## src/rtl/pipeline_run_controller_pkg.sv

```systemverilog
// Shared definitions for the pipeline run/stall/flush sequencer.
package pipeline_run_controller_pkg;

  // Debug-visible run state of the pipeline.
  typedef enum logic [1:0] {
    ST_IDLE = 2'b00,
    ST_RUN  = 2'b01,
    ST_STEP = 2'b10,
    ST_DONE = 2'b11
  } run_state_e;

  // Default width of the executed-cycle counter.
  localparam int unsigned NB_CYCLE_CNT_DEFAULT = 32;

  // A state drives the pipeline forward only while running or stepping.
  function automatic logic is_active(input run_state_e st);
    return (st == ST_RUN) || (st == ST_STEP);
  endfunction

endpackage

```

## src/rtl/pipeline_run_controller.sv

```systemverilog
// Central run/stall/flush sequencer for the 5-stage pipeline: debug-controlled
// global stage enable, hazard/branch merge into PC and IF/ID controls, and a
// saturating count of enabled cycles.
module pipeline_run_controller
  import pipeline_run_controller_pkg::*;
#(
  parameter int unsigned NB_CYCLE_CNT = NB_CYCLE_CNT_DEFAULT
) (
  input  logic                    i_clk,
  input  logic                    i_rst,
  input  logic                    i_start,
  input  logic                    i_halt,
  input  logic                    i_step,
  input  logic                    i_end_of_program,
  input  logic                    i_load_use_stall,
  input  logic                    i_branch_taken,
  output logic                    o_stage_en,
  output logic                    o_pc_write,
  output logic                    o_if_id_write,
  output logic                    o_if_id_flush,
  output logic                    o_control_mux,
  output logic                    o_running,
  output logic                    o_halted,
  output logic                    o_done,
  output logic                    o_step_done,
  output logic [NB_CYCLE_CNT-1:0] o_cycle_count
);

  run_state_e              state_q, state_d;
  logic                    step_done_q, step_done_d;
  logic [NB_CYCLE_CNT-1:0] cycle_count_q, cycle_count_d;
  logic                    active;

  // State, step-done pulse and cycle counter registers with synchronous reset.
  always_ff @(posedge i_clk) begin
    if (i_rst) begin
      state_q       <= ST_IDLE;
      step_done_q   <= 1'b0;
      cycle_count_q <= '0;
    end else begin
      state_q       <= state_d;
      step_done_q   <= step_done_d;
      cycle_count_q <= cycle_count_d;
    end
  end

  // Next-state logic for the debug run controller.
  always_comb begin
    state_d     = state_q;
    step_done_d = 1'b0;
    unique case (state_q)
      ST_IDLE: begin
        if (i_halt)       state_d = ST_IDLE;
        else if (i_start) state_d = ST_RUN;
        else if (i_step)  state_d = ST_STEP;
      end
      ST_RUN: begin
        if (i_end_of_program) state_d = ST_DONE;
        else if (i_halt)      state_d = ST_IDLE;
      end
      ST_STEP: begin
        // A step always lasts one cycle; the done pulse only marks a return to IDLE.
        if (i_end_of_program) begin
          state_d = ST_DONE;
        end else begin
          state_d     = ST_IDLE;
          step_done_d = 1'b1;
        end
      end
      ST_DONE: state_d = ST_DONE;
      default: state_d = ST_IDLE;
    endcase
  end

  // Stage enables: zero-latency merge of run state, load-use stall and branch flush.
  always_comb begin
    active        = is_active(state_q);
    o_stage_en    = active;
    o_pc_write    = 1'b0;
    o_if_id_write = 1'b0;
    o_if_id_flush = 1'b0;
    o_control_mux = 1'b0;
    if (active) begin
      if (i_branch_taken) begin
        // The squashed ID instruction makes any pending load-use stall moot.
        o_pc_write    = 1'b1;
        o_if_id_write = 1'b1;
        o_if_id_flush = 1'b1;
        o_control_mux = 1'b1;
      end else if (i_load_use_stall) begin
        o_control_mux = 1'b1;
      end else begin
        o_pc_write    = 1'b1;
        o_if_id_write = 1'b1;
      end
    end
  end

  // Saturating count of enabled cycles; stall and flush cycles are included.
  always_comb begin
    cycle_count_d = cycle_count_q;
    if (active && (cycle_count_q != '1)) begin
      cycle_count_d = cycle_count_q + 1'b1;
    end
  end

  // Status decode from the registered state.
  always_comb begin
    o_running     = (state_q == ST_RUN);
    o_halted      = (state_q == ST_IDLE);
    o_done        = (state_q == ST_DONE);
    o_step_done   = step_done_q;
    o_cycle_count = cycle_count_q;
  end

endmodule

```

## config.mk

```make
export PLATFORM = sky130hd
export DESIGN_NAME = pipeline_run_controller
export DESIGN_NICKNAME = d
export VERILOG_FILES = /design/src/rtl/pipeline_run_controller_pkg.sv /design/src/rtl/pipeline_run_controller.sv
export SDC_FILE = /design/constraint.sdc
export NUM_CORES = 1
export LEC_CHECK = 0
export CORE_AREA = 5 5 85 87
export CTS_BUF_LIST = sky130_fd_sc_hd__clkbuf_2
export CTS_CLUSTER_DIAMETER = 120
export CTS_CLUSTER_SIZE = 28
export DETAILED_ROUTE_END_ITERATION = 10
export DIE_AREA = 0 0 90 92
export GPL_ROUTABILITY_DRIVEN = 0
export GPL_TIMING_DRIVEN = 1
export PLACE_DENSITY = 0.58
export SKIP_LAST_GASP = 1
export SYNTH_ARGS = -nofsm -noshare
export SYNTH_HDL_FRONTEND = slang
export SYNTH_SLANG_ARGS = --single-unit
```

## constraint.sdc

```tcl
create_clock -name i_clk -period 2.6 [get_ports i_clk]
set_clock_uncertainty 0.2 [all_clocks]
set_input_delay 0.39 -clock i_clk [delete_from_list [all_inputs] [get_ports i_clk]]
set_output_delay 0.39 -clock i_clk [all_outputs]
set_load 0.005 [all_outputs]
```

==> run summary <==
status = complete, no violations
most frequent cells in the layout = clkdlybuf4s50_1 (45), dfxtp_1 (33), a21oi_1 (28), buf_4 (22), or3_1 (21)
worst hold slack = 0.3209 ns
first-pass GRT wire length = 8976 um
largest net degree at the start of global routing = 18
Num Clock Sinks = 35
Final nets = 306
Mapped Nets = 238
final-report hold violation count = 0
Critical-path top delay cell = clkdlybuf4s50_1
period utilization = 95.91%
CP max FO = 6
Synth Warn # = 0
Worst Hold Class = register to register
worst path arrival time = 1.90 ns
Final Util = 42.04%
most common cell after layout, fill and taps aside = clkdlybuf4s50_1
r2r setup slk = 0.19 ns
RSZ-0062 raised after global routing = false
EDFF count, synth = 0
CP peak stage delay = 0.50 ns
initial antenna violation count = 0
setup ws final = 0.1064 ns
IO buf count = 48
Yosys reg bits = 35
kind of cell adding the most delay to the critical path = buffers and inverters
crit start category = register
DR WL/cell = 14.30 um
Max Fclk = 401.0 MHz
Synth-to-Final Area Change = 40.98%
cells after synthesis = 225
first drt pass iteration count = 4
Slew Viols, Final = 0
FFs w/ async S/R, synth = 0%
fin crit period = 2.494 ns
CTS buffer count = 5
total global-route track usage = 12.93%
1st-iter DRT viols = 126
worst-path cell chain = inv_2 -> ha_4 -> clkinvlp_4 -> nor2_2 -> clkdlybuf4s50_1
clk_lat worst skew = 0.39 ns
vias in the first global route = 1940
CP required = 2.01 ns
cell row count = 29
Peak VDD IR = 154.5 uV
PD cells = 359.4 mW/mm2
Final Setup Violations = 0
io pins = 49
syn avg cell area = 8.319 um2
predominant post-synthesis flop cell = dfxtp_1
Place WS = 0.01605 ns
total congestion overflow = 0
CTS max path bufs = 2
Slew HR = 45.67%
Least-Margin Pin Slew = 0.8121 ns
Core Region = 0.006277 mm2
ANT cells = 0
kind of critical path = register to output port
DRT antenna net count = 0
setup TNS = 0 ns
DP Wirelength = 3845 um
htree depth = 2
post-synthesis sequential area ratio = 37.43%
Vias = 1969
Buf/Inv on CP = 3
vias per cell = 5.307
Die Footprint = 0.008280 mm2
Leak = 0.0009366 uW
routed wire length = 5305 um
Distinct cells, synth = 38
Die H = 92 um
share of cells above drive strength 1 = 14.63%
# DRC = 0
CTS tree = built
Die Wd = 90 um
max_cap viols = 0
starting density of the core = 29.82%
CTS Root Cell = clkbuf_2
Worst setup EP type = output port
Worst-path clk slew = 0.17 ns
synthesized area = 0.001872 mm2
[per-layer routing]
metal,GRT usage [%],wire length [um],up-vias
li1,-,-,984
met1,16.62,2545,928
met2,21.40,2436,50
met3,3.355,261,7
met4,3.722,61,0
met5,0,0,-
[what timing repair did]
| action | in CTS | in global routing |
|---|---|---|
| setup endpoints to repair | 5 | 5 |
| hold buffers | 0 | 0 |
| hold endpoints to repair | 0 | 0 |
| setup buffers | 1 | 5 |
| pin swaps | 0 | 3 |
| resized for setup | 5 | 6 |
[logic make-up (layout without fill, tap and decap cells)]
kind of cell / Yosys count / count (layout) / synth area share (%)
buffers and inverters: 15 / 84 / 3.743
AOI/OAI and AO/OA: 64 / 64 / 20.05
and+or+nand+nor: 103 / 103 / 34.02
DFF: 35 / 35 / 37.43
xor gates and xnor gates: 3 / 3 / 1.404
adders and majority gates: 5 / 5 / 3.342
[power breakdown]
group / switching [uW] / internal (uW)
logic: 65.1 / 83.4
clock network: 189 / 61.7
registers: 4.62 / 545
[flip-flops by register name, indices dropped and copies added, names as in the netlist]
register	cells
o_cycle_count	32
state_q	2
o_step_done	1
[tightest hold or removal path, cell delays in order, from the launching register on]
cell     delay (ns)
dfxtp_1        0.37
o21ai_0        0.08
a21oi_1        0.06
[worst paths after layout]
path / depth (start not counted) / endpoint / startpoint
worst min-delay path: 2 / o_cycle_count[30]$_SDFFE_PP0P_ / o_cycle_count[30]$_SDFFE_PP0P_
worst max register to register: 8 / o_cycle_count[11]$_SDFFE_PP0P_ / state_q[1]$_SDFFE_PP0P_
worst max-delay path: 5 / o_control_mux / state_q[1]$_SDFFE_PP0P_
worst min register to register: 2 / o_cycle_count[30]$_SDFFE_PP0P_ / o_cycle_count[30]$_SDFFE_PP0P_
[metrics by stage]
stage / power [uW] / std cells / cell area (um2)
after floorplan: 612.5 / 225 / 1872
after global placement: 678.0 / 357 / 2521
after detailed placement: 679.5 / 357 / 2521
after CTS: 945.7 / 366 / 2587
after global routing: 999.3 / 371 / 2639
final: 948.3 / 371 / 2639
[synthesized netlist by cell type (all sizes together), types with 4 or more instances]
cell type | count | area [um2]
or4 | 5 | 37.54
inv | 6 | 22.52
dfxtp | 35 | 700.7
nand3 | 9 | 50.05
o21ai | 22 | 110.1
nor3 | 4 | 25.02
or3 | 21 | 131.4
and2 | 5 | 31.28
ha | 5 | 62.56
nor2 | 14 | 52.55
nand2 | 13 | 48.80
nand4 | 13 | 96.34
and4 | 8 | 70.07
clkbuf | 6 | 23.77
a21oi | 29 | 145.1
and3 | 4 | 25.02
o31ai | 6 | 45.04
[layout make-up]
| cell class | count | area [um2] |
|---|---|---|
| Tap cell | 77 | 96.34 |
| Clock inverter | 3 | 15.01 |
| Fill cell | 657 | 3638 |
| Timing Repair Buffer | 70 | 653.1 |
| Sequential cell | 35 | 703.2 |
| Clock buffer | 5 | 25.02 |
| Inverter | 6 | 26.28 |
| Multi-Input combinational cell | 175 | 1120 |
(Power assumes the default switching activity.)
